$ cat src/rtl/vmx_result_drain_if.sv
// Result stream bundle for the VMX drain stage: capture strobe side from the
// systolic wrapper plus the valid/ready output stream toward writeback.
interface vmx_result_drain_if #(
    parameter int LANES      = 4,
    parameter int LANE_WIDTH = 32
);
    logic                        wr_en;
    logic [7:0]                  addr;
    logic [LANES*LANE_WIDTH-1:0] d_i;
    logic [LANES*8-1:0]          m_data;
    logic [7:0]                  m_addr;
    logic                        m_valid;
    logic                        m_ready;
    logic                        m_last;

    // Drain stage side: consumes captures, produces the packed stream.
    modport slave (
        input  wr_en, addr, d_i, m_ready,
        output m_data, m_addr, m_valid, m_last
    );

    // Environment side: drives captures and downstream ready.
    modport master (
        output wr_en, addr, d_i, m_ready,
        input  m_data, m_addr, m_valid, m_last
    );
endinterface

$ cat src/rtl/vmx_result_drain.sv
// VMX result drain: captures unstallable export words into a small FIFO,
// requantizes each signed lane to 8 bits (round-half-up shift + clamp) and
// streams packed beats out with valid/ready. Overflow drops are flagged.

// One lane of the requantizer: rounding arithmetic shift then clamp.
module vmx_rd_lane #(
    parameter int LANE_WIDTH = 32
) (
    input  logic [LANE_WIDTH-1:0] v,
    input  logic [4:0]            shift,
    input  logic                  relu_en,
    output logic [7:0]            q,
    output logic                  sat
);
    // Two guard bits so adding the rounding half to the max lane can't wrap.
    localparam int W = LANE_WIDTH + 2;
    localparam logic signed [W-1:0] S_MIN = W'(-128);
    localparam logic signed [W-1:0] S_MAX = W'(127);
    localparam logic signed [W-1:0] U_MAX = W'(255);
    localparam logic signed [W-1:0] ZERO  = '0;

    logic signed [W-1:0] ext, rnd, r;
    logic        [W-1:0] half;

    // Round, shift and saturate to the selected 8-bit range.
    always_comb begin
        ext  = {{2{v[LANE_WIDTH-1]}}, v};
        half = W'(1) << (shift - 5'd1);
        rnd  = ext + $signed(half);
        r    = (shift == 5'd0) ? ext : (rnd >>> shift);
        q    = r[7:0];
        sat  = 1'b0;
        if (relu_en) begin
            if (r < ZERO) begin
                q = 8'h00; sat = 1'b1;
            end else if (r > U_MAX) begin
                q = 8'hFF; sat = 1'b1;
            end
        end else begin
            if (r < S_MIN) begin
                q = 8'h80; sat = 1'b1;
            end else if (r > S_MAX) begin
                q = 8'h7F; sat = 1'b1;
            end
        end
    end
endmodule

module vmx_result_drain #(
    parameter int LANES          = 4,
    parameter int LANE_WIDTH     = 32,
    parameter int FIFO_DEPTH     = 4,
    parameter int BEATS_PER_TILE = 4
) (
    input  logic                          clk,
    input  logic                          rst_n,
    input  logic                          clr,
    vmx_result_drain_if.slave             bus,
    input  logic [4:0]                    shift,
    input  logic                          relu_en,
    output logic [$clog2(FIFO_DEPTH):0]   level,
    output logic                          ovf,
    output logic                          sat
);
    localparam int PW = $clog2(FIFO_DEPTH);
    localparam int BW = (BEATS_PER_TILE > 1) ? $clog2(BEATS_PER_TILE) : 1;
    localparam logic [PW:0]   LVL_FULL  = (PW+1)'(FIFO_DEPTH);
    localparam logic [BW-1:0] LAST_BEAT = BW'(BEATS_PER_TILE - 1);

    typedef struct packed {
        logic [7:0]                  addr;
        logic [LANES*LANE_WIDTH-1:0] data;
    } entry_t;

    entry_t                   mem_q [FIFO_DEPTH];
    entry_t                   mem_d [FIFO_DEPTH];
    entry_t                   head;
    logic [PW-1:0]            wr_ptr_q, wr_ptr_d, rd_ptr_q, rd_ptr_d;
    logic [PW:0]              level_q, level_d;
    logic [LANES-1:0][7:0]    m_data_q, m_data_d;
    logic [7:0]               m_addr_q, m_addr_d;
    logic                     m_valid_q, m_valid_d;
    logic [BW-1:0]            beat_q, beat_d;
    logic                     ovf_q, ovf_d, sat_q, sat_d;
    logic [LANES-1:0][7:0]    lane_q;
    logic [LANES-1:0]         lane_sat;
    logic                     pop, push, drop, hs;

    assign head = mem_q[rd_ptr_q];

    for (genvar k = 0; k < LANES; k++) begin : g_lane
        vmx_rd_lane #(.LANE_WIDTH(LANE_WIDTH)) u_lane (
            .v       (head.data[k*LANE_WIDTH +: LANE_WIDTH]),
            .shift   (shift),
            .relu_en (relu_en),
            .q       (lane_q[k]),
            .sat     (lane_sat[k])
        );
    end

    // Handshake qualifiers; a full FIFO still accepts when it pops this cycle.
    always_comb begin
        hs   = m_valid_q && bus.m_ready;
        pop  = (level_q != '0) && (!m_valid_q || bus.m_ready);
        push = bus.wr_en && ((level_q != LVL_FULL) || pop);
        drop = bus.wr_en && !push;
    end

    // Next state: clr wipes everything; otherwise FIFO, output reg, flags.
    always_comb begin
        mem_d     = mem_q;
        wr_ptr_d  = wr_ptr_q;
        rd_ptr_d  = rd_ptr_q;
        level_d   = level_q;
        m_data_d  = m_data_q;
        m_addr_d  = m_addr_q;
        m_valid_d = m_valid_q;
        beat_d    = beat_q;
        ovf_d     = ovf_q;
        sat_d     = sat_q;
        if (clr) begin
            wr_ptr_d  = '0;
            rd_ptr_d  = '0;
            level_d   = '0;
            m_valid_d = 1'b0;
            beat_d    = '0;
            ovf_d     = 1'b0;
            sat_d     = 1'b0;
        end else begin
            if (push) begin
                mem_d[wr_ptr_q] = '{addr: bus.addr, data: bus.d_i};
                wr_ptr_d        = wr_ptr_q + PW'(1);
            end
            if (pop) begin
                rd_ptr_d  = rd_ptr_q + PW'(1);
                m_data_d  = lane_q;
                m_addr_d  = head.addr;
                m_valid_d = 1'b1;
                sat_d     = sat_q | (|lane_sat);
            end else if (hs) begin
                m_valid_d = 1'b0;
            end
            if (hs) beat_d = (beat_q == LAST_BEAT) ? '0 : beat_q + BW'(1);
            if (drop) ovf_d = 1'b1;
            level_d = level_q + (PW+1)'(push) - (PW+1)'(pop);
        end
    end

    // State registers; reset discards everything in flight.
    always_ff @(posedge clk or negedge rst_n) begin
        if (!rst_n) begin
            mem_q     <= '{default: '0};
            wr_ptr_q  <= '0;
            rd_ptr_q  <= '0;
            level_q   <= '0;
            m_data_q  <= '0;
            m_addr_q  <= '0;
            m_valid_q <= 1'b0;
            beat_q    <= '0;
            ovf_q     <= 1'b0;
            sat_q     <= 1'b0;
        end else begin
            mem_q     <= mem_d;
            wr_ptr_q  <= wr_ptr_d;
            rd_ptr_q  <= rd_ptr_d;
            level_q   <= level_d;
            m_data_q  <= m_data_d;
            m_addr_q  <= m_addr_d;
            m_valid_q <= m_valid_d;
            beat_q    <= beat_d;
            ovf_q     <= ovf_d;
            sat_q     <= sat_d;
        end
    end

    assign bus.m_data  = m_data_q;
    assign bus.m_addr  = m_addr_q;
    assign bus.m_valid = m_valid_q;
    assign bus.m_last  = (beat_q == LAST_BEAT);
    assign level       = level_q;
    assign ovf         = ovf_q;
    assign sat         = sat_q;
endmodule

$ cat src/flat_wrapper.sv
// flat-port wrapper written by rule: the top's interface ports become plain ports
module vmx_result_drain_flat 
#(
    parameter int LANES          = 4,
    parameter int LANE_WIDTH     = 32,
    parameter int FIFO_DEPTH     = 4,
    parameter int BEATS_PER_TILE = 4
)
  (clk, rst_n, clr, shift, relu_en, level, ovf, sat, bus_wr_en, bus_addr, bus_d_i, bus_m_ready, bus_m_data, bus_m_addr, bus_m_valid, bus_m_last);
  vmx_result_drain_if #(.LANES(LANES), .LANE_WIDTH(LANE_WIDTH)) bus_i ();
  input  logic clk;
  input  logic rst_n;
  input  logic clr;
  input  logic [4:0] shift;
  input  logic relu_en;
  output logic [$clog2(FIFO_DEPTH):0] level;
  output logic ovf;
  output logic sat;
  input wire logic [$bits(bus_i.wr_en)-1:0] bus_wr_en;
  input wire logic [$bits(bus_i.addr)-1:0] bus_addr;
  input wire logic [$bits(bus_i.d_i)-1:0] bus_d_i;
  input wire logic [$bits(bus_i.m_ready)-1:0] bus_m_ready;
  output wire logic [$bits(bus_i.m_data)-1:0] bus_m_data;
  output wire logic [$bits(bus_i.m_addr)-1:0] bus_m_addr;
  output wire logic [$bits(bus_i.m_valid)-1:0] bus_m_valid;
  output wire logic [$bits(bus_i.m_last)-1:0] bus_m_last;
  assign bus_i.wr_en = bus_wr_en;
  assign bus_i.addr = bus_addr;
  assign bus_i.d_i = bus_d_i;
  assign bus_i.m_ready = bus_m_ready;
  assign bus_m_data = bus_i.m_data;
  assign bus_m_addr = bus_i.m_addr;
  assign bus_m_valid = bus_i.m_valid;
  assign bus_m_last = bus_i.m_last;
  vmx_result_drain #(.LANES(LANES), .LANE_WIDTH(LANE_WIDTH), .FIFO_DEPTH(FIFO_DEPTH), .BEATS_PER_TILE(BEATS_PER_TILE)) u_core (.clk(clk), .rst_n(rst_n), .clr(clr), .bus(bus_i), .shift(shift), .relu_en(relu_en), .level(level), .ovf(ovf), .sat(sat));
endmodule
$ cat config.mk
export PLATFORM = sky130hd
export DESIGN_NAME = vmx_result_drain_flat
export DESIGN_NICKNAME = d
export VERILOG_FILES = /design/src/rtl/vmx_result_drain_if.sv /design/src/rtl/vmx_result_drain.sv /design/src/flat_wrapper.sv
export SDC_FILE = /design/constraint.sdc
export NUM_CORES = 2
export LEC_CHECK = 0
export CELL_PAD_IN_SITES_DETAIL_PLACEMENT = 1
export CELL_PAD_IN_SITES_GLOBAL_PLACEMENT = 1
export CORE_ASPECT_RATIO = 0.75
export CORE_MARGIN = 4
export CORE_UTILIZATION = 30
export CTS_CLUSTER_DIAMETER = 60
export DETAILED_ROUTE_END_ITERATION = 10
export PLACE_DENSITY_LB_ADDON = 0.3
export SLEW_MARGIN = 10
export SYNTH_ARGS = -nofsm -noshare
export SYNTH_HDL_FRONTEND = slang
export SYNTH_HIERARCHICAL = 1
export SYNTH_SLANG_ARGS = --single-unit
$ cat constraint.sdc
create_clock -name clk -period 14.9 [get_ports clk]
set_input_delay 3.725 -clock clk [delete_from_list [all_inputs] [get_ports clk]]
set_output_delay 3.725 -clock clk [all_outputs]
set_load 0.02 [all_outputs]
* Yosys cells after proc, flatten, opt, wreduce, memory -nomap -nowiden
Cells that the tools add are included.
** Storage, ports and cells
- Register bits after elaboration :: 596
- Input bits :: 147
** Cells by class
- Muxes and demuxes :: 65
- Equality and inequality tests :: 2
- Reduce and logical (&&, ||, !) cells :: 19
- Bitwise logic cells :: 4
- Shift-type cells :: 5
- Magnitude comparators :: 19
- Add/subtract/negate cells :: 10
** Operators by type and width (number)
- $bwmux W544 :: 1
- $mux W136 :: 3
- $bmux W136 S2 :: 1
- $demux W136 S2 :: 1
- $mux W8 :: 20
- $add A32 B34 Y34 :: 4
- $gt A34 B8 Y1 const B :: 4
- $gt A34 B9 Y1 const B :: 4
- $lt A34 B1 Y1 const B :: 4
- $lt A34 B8 Y1 const B :: 4
- $mux W34 :: 4
- $sshr A34 B5 Y34 :: 4
- $shl A1 B5 Y34 const A :: 1
- $mux W1 :: 27
- $mux W2 :: 7
- $reduce_bool A2 Y1 :: 4
- $add A2 B1 Y2 const B :: 3
- $ge A3 B3 Y1 const B :: 2
- $not A2 Y3 :: 2
- $reduce_bool A3 Y1 :: 2
- $logic_and A1 B1 Y1 :: 5
- $logic_not A5 Y1 :: 1
- $sub A5 B1 Y5 const B :: 1
- $reduce_and A2 Y1 :: 2
- 11 further kinds :: 13

* Depth between registers and ports, before layout
- Depth after elaboration :: 15
- Mapped depth :: 26

* Modules after synthesis
The synthesis kept the hierarchy.
** Modules (own cells, without submodules)
- vmx_result_drain :: seq. area each 14914.3 um^2, area each 26464.1 um^2, cells an instance 1476, times used 1
- vmx_rd_lane at u_core.g_lane[0].u_lane ... :: seq. area each 0.0 um^2, area each 6427.4 um^2, cells an instance 1009, times used 2
- vmx_rd_lane at u_core.g_lane[1].u_lane :: seq. area each 0.0 um^2, area each 6268.5 um^2, cells an instance 1011, times used 1
- vmx_rd_lane at u_core.g_lane[3].u_lane :: seq. area each 0.0 um^2, area each 5952.0 um^2, cells an instance 918, times used 1

* Worst setup path before layout
Ideal clock, no wire load.
- Path kind :: input-to-reg
- From :: input port shift[2]
- To :: register u_core.m_data_q, in the netlist u_core/bus.m_data[17]
- Arrival time :: 9.134 ns
- Setup time :: 0.125 ns
- Stages on the path :: 21
- Buffers on the path :: 5
- Path slack :: 5.642 ns
- Cell sequence :: clkbuf_1 -> clkbuf_1 -> clkbuf_1 -> clkbuf_1 -> clkbuf_1 -> nor3_1 -> ha_1 -> a211oi_2 -> o211ai_2 -> a21oi_2 -> mux2_4 -> or4b_4 -> o221a_4 -> and2_4 -> o21ai_2 -> o2111ai_2 -> nor4_2 -> nand4_2 -> a2111o_1 -> and3b_1 -> mux2_2
** RTL lines
- from (decl) :: RTL line flat_wrapper.sv:14 : input logic [4:0] shift;
- to (signal assigned) :: RTL line vmx_result_drain.sv:167 : m_data_q <= m_data_d;
- to (decl) :: RTL line vmx_result_drain.sv:80 : logic [LANES-1:0][7:0] m_data_q, m_data_d;

* Final worst setup path
- From :: input port shift[2]
- To :: register u_core.sat_q, in the netlist u_core/sat
** Between the ends
- Longest elaborated chain between the ends :: 13
- Elaborated cells between the ends (all ways) :: 55
- Those cells by class :: 5 x add/sub; 16 x order compare; 5 x shift; 26 x mux; 1 x bitwise; 2 x reduce/logical
** RTL lines
- $sub A5 B1 Y5 :: RTL line vmx_result_drain.sv:28 : half = W'(1) << (shift - 5'd1);
- $shl A1 B5 Y34 :: RTL line vmx_result_drain.sv:28
- $add A32 B34 Y34 :: RTL line vmx_result_drain.sv:29 : rnd = ext + $signed(half);
- $sshr A34 B5 Y34 :: RTL line vmx_result_drain.sv:30 : r = (shift == 5'd0) ? ext : (rnd >>> shift);
- $mux W34 * :: RTL line vmx_result_drain.sv:30
- $gt A34 B8 Y1 / $gt A34 B9 Y1 (equally long branches) :: RTL line vmx_result_drain.sv:42, vmx_result_drain.sv:36
- $mux W1 (on tied branches) :: RTL line vmx_result_drain.sv:42, vmx_result_drain.sv:36
- $mux W1 (on tied branches) :: RTL line vmx_result_drain.sv:40, vmx_result_drain.sv:34
- $mux W1 * :: RTL line vmx_result_drain.sv:33 : if (relu_en) begin
- via u_core.lane_sat[0] :: RTL line vmx_result_drain.sv:86 : logic [LANES-1:0] lane_sat;
- $reduce_or A4 Y1 * :: RTL line vmx_result_drain.sv:139 : sat_d = sat_q | (|lane_sat);
- $or A1 B1 Y1 * :: RTL line vmx_result_drain.sv:139
- $mux W1 * :: RTL line vmx_result_drain.sv:134 : if (pop) begin
- $mux W1 * :: RTL line vmx_result_drain.sv:121 : if (clr) begin
- to (signal assigned) :: RTL line vmx_result_drain.sv:172 : sat_q <= sat_d;
- to (decl) :: RTL line vmx_result_drain.sv:84 : logic ovf_q, ovf_d, sat_q, sat_d;
Mark *: on every way through the listed nets, which the timed path passes. The rest lies on a longest branch. The select of a mux whose other input is x is not followed.
A chain may end at the register's enable or synchronous reset.

==> out/metrics.yaml <==
status:
  status: "completed"
clock_network:
  clkLatencyLatePin_ns: 0.68
  clk_pin_slew_worst_paths_ns: 0.06
  numCtsBuffers: 74
  ctsHoldBuffers: 0
  cts_resized: 0
  clk_path_buf_depth: 3
  cts-root-buf: "clkbuf_16"
  cts_max_level: 3
  cts_setup_buffers: 0
  clock-sinks: 596
  cts_tree: "yes"
place:
  place.gp.congestion: 1.003
  dpl.cell_count: 7585
  place_ws_ns: 3.355
  dpl.hpwl_um: 170800
  portBuffers: 193
hold_path:
  hp-class: "reg2reg"
synth:
  synth-seq-area-share_pct: 28.94
  syn-cell-area_sq_mm: 0.05154
  postSynthCellCount: 5423
  async_reset_ff_share_pct: 100.0
  synth.most_common_cell: "dfrtp_1"
  syn_area_per_cell_sq_um: 9.504
  synth_cell_types: 137
  synth_area_leaders: "dfrtp_1 29%, mux2_2 9.8%, mux4_2 6.4%"
  synth_edf_count: 0
  yosys_warnings: 6
  yosys.area.top_type: "dfrtp_1"
  syn-num-nets: 5714
  yosysTopAreaCellShare_pct: 28.94
  ys_ff_latch: 596
  yosys_most_used_dff: "dfrtp_1"
  ys_top_cells_by_count: "596 x dfrtp_1, 511 x nor2_1, 481 x nand2_1"
route:
  first_iter_violations: 5316
  drc: 0
  drt-pass1-iter-count: 8
  viasPerCell: 6.303
  postRouteWirelength_um: 227800
  drt-wirelength-per-cell_um: 29.49
  vias: 48700
  ant_nets: 0
sta:
  slew_headroom_pct: 23.66
  fmax_mhz: 88.50
  finalSetupTns_ns: 0
  hold_viol: 0
  period_share_pct: 75.83
  fin_crit_ns: 11.30
  tightestPinTransition_ns: 1.145
  whs_ns: 0.4989
  setup_slack_ns: 3.601
  fin_skew_ns: 0.02800
  rsz0062_at_grt: "no"
  setup_violations: 0
  report.final.slew_viol_count: 0
critical_path:
  path_class: "in2reg"
  required_ns: 15.44
  crit_fanout: 60
  endpoint_kind: "flop"
  cp-start-kind: "input pin"
  cp.arrival_ns: 11.84
floorplanning:
  die_h_um: 367.0
  core_area_sq_mm: 0.1705
  ios: 194
  start_util_pct: 30.23
  die_x_um: 486.6
  rows: 131
  die_area_sq_mm: 0.1786
job:
  cap_violations: 0
global_routing:
  antenna_found_initial: 18
  grt_pass1_vias: 47770
  gr-usage-all-layers_pct: 24.53
  grt_max_degree: 149
  grt_pass1_wl_um: 336100
  grt_overflow: 0
power:
  p_leak_nw: 22.38
  powerDensity_mw_per_mm2: 193.3
  ir_worst_vdd_mv: 0.1086
cells_and_area:
  fin_nets: 5691
  drive_gt1_share_pct: 21.69
  stdcell_count: 7726
  area_delta_synth_final_pct: 11.51
  nFillCells: 19450
[worst paths after layout]
kind / startpoint / to / slack [ns] / cells after the start
worst max-delay path: shift[2] / u_core/sat$_DFFE_PN0P_ / 3.60 / 21
worst min-delay path: u_core/mem_q[175]$_DFFE_PN0P_ / u_core/mem_q[175]$_DFFE_PN0P_ / 0.50 / 1
worst max register to register: u_core/rd_ptr_q[0]$_DFFE_PN0P_ / u_core/sat$_DFFE_PN0P_ / 5.84 / 20
worst min register to register: u_core/mem_q[175]$_DFFE_PN0P_ / u_core/mem_q[175]$_DFFE_PN0P_ / 0.50 / 1
max in group asynchronous: rst_n / u_core/mem_q[323]$_DFFE_PN0P_ / 9.50 / 3
min in group asynchronous: rst_n / u_core/mem_q[465]$_DFFE_PN0P_ / 3.19 / 1
[worst max-delay path, stage by stage]
cell and delay [ns]:
buf_6 0.39, buf_4 0.72, clkinv_1 0.76, nand3_1 0.54, nor2_1 0.10, ha_1 0.56
a21oi_1 0.21, o21ai_0 0.87, a21oi_1 0.29, mux2_2 0.37, o211ai_1 0.34, nor3_1 0.14
a22oi_1 0.67, o21ai_0 0.24, o31ai_1 0.50, inv_1 0.10, nor4_1 0.42, a21oi_1 0.22
nor4_1 0.27, or3_1 0.14, a21oi_1 0.06
[metrics by stage]
stage                     util, %  power (W)  cell area (sq um)
after floorplan                 -   0.006875              51540
after global placement      32.24   0.008980              54960
after detailed placement    32.24   0.009068              54960
after CTS                   33.70    0.01100              57450
after global routing        33.71    0.01166              57460
final                       33.71    0.01111              57470
[layout make-up]
class | instances | area, sq um | share of cell area, %
antenna | 10 | 25.02 | 0.04354
clock buffer | 94 | 2037 | 3.544
clock inverter | 37 | 445.4 | 0.7751
inverter | 70 | 262.8 | 0.4572
multi-input combinational | 4386 | 34320 | 59.71
sequential | 596 | 14920 | 25.96
tap | 2261 | 2829 | 4.922
timing repair buffer | 272 | 2633 | 4.581
[placed cells by master (no fill, tap or decap), types with 72 or more instances in the layout]
cell type	synthesis	routed
dfrtp_1	596	594
nor2_1	511	511
nand2_1	481	481
mux2_2	450	450
a21oi_1	293	293
o21ai_0	199	199
clkdlybuf4s50_1	0	187
mux2_4	162	162
nor3_1	154	154
mux4_2	147	147
ha_1	139	139
nand3_1	132	132
a211oi_1	120	120
mux2i_1	100	100
o211ai_1	99	99
nand4_1	89	89
clkbuf_16	0	74
buf_4	77	72
[registers in the layout, summed over array words and instances (netlist names)]
name / count
u_core/beat_q: 2
u_core/bus.m_addr: 8
u_core/bus.m_data: 32
u_core/bus.m_valid: 1
u_core/level: 3
u_core/mem_q: 544
u_core/ovf: 1
u_core/rd_ptr_q: 2
u_core/sat: 1
u_core/wr_ptr_q: 2
[routing by layer]
metal,up-vias,global-route usage (%),part of all wire (%)
li1,20920,-,-
met1,25250,37.25,47
met2,2212,35.03,42
met3,316,5.008,8.8
met4,4,6.190,2.7
met5,-,0,0.011
[kinds of logic (layout without fill, tap and decap cells)]
group	count (synthesis)	in the layout	share of synthesized area, %
DFF	596	596	28.94
other	0	10	0
xor gates and xnor gates	96	96	1.631
adders and majority gates	144	144	3.569
buffers and inverters	441	473	4.620
muxes	860	860	22.94
AOI/OAI and AO/OA	1550	1550	22.02
and+or+nand+nor	1736	1736	16.29
[where the power goes]
part	switching, W	leakage [nW]	total [W]	internal [W]
sequential	0.000392	7.40	0.00261	0.00222
clock	0.000765	1.22	0.00185	0.00109
combinational	0.00415	13.8	0.00665	0.00250
total	0.00531	22.4	0.0111	0.00580
Note: power is estimated with default switching activity, not from simulation.
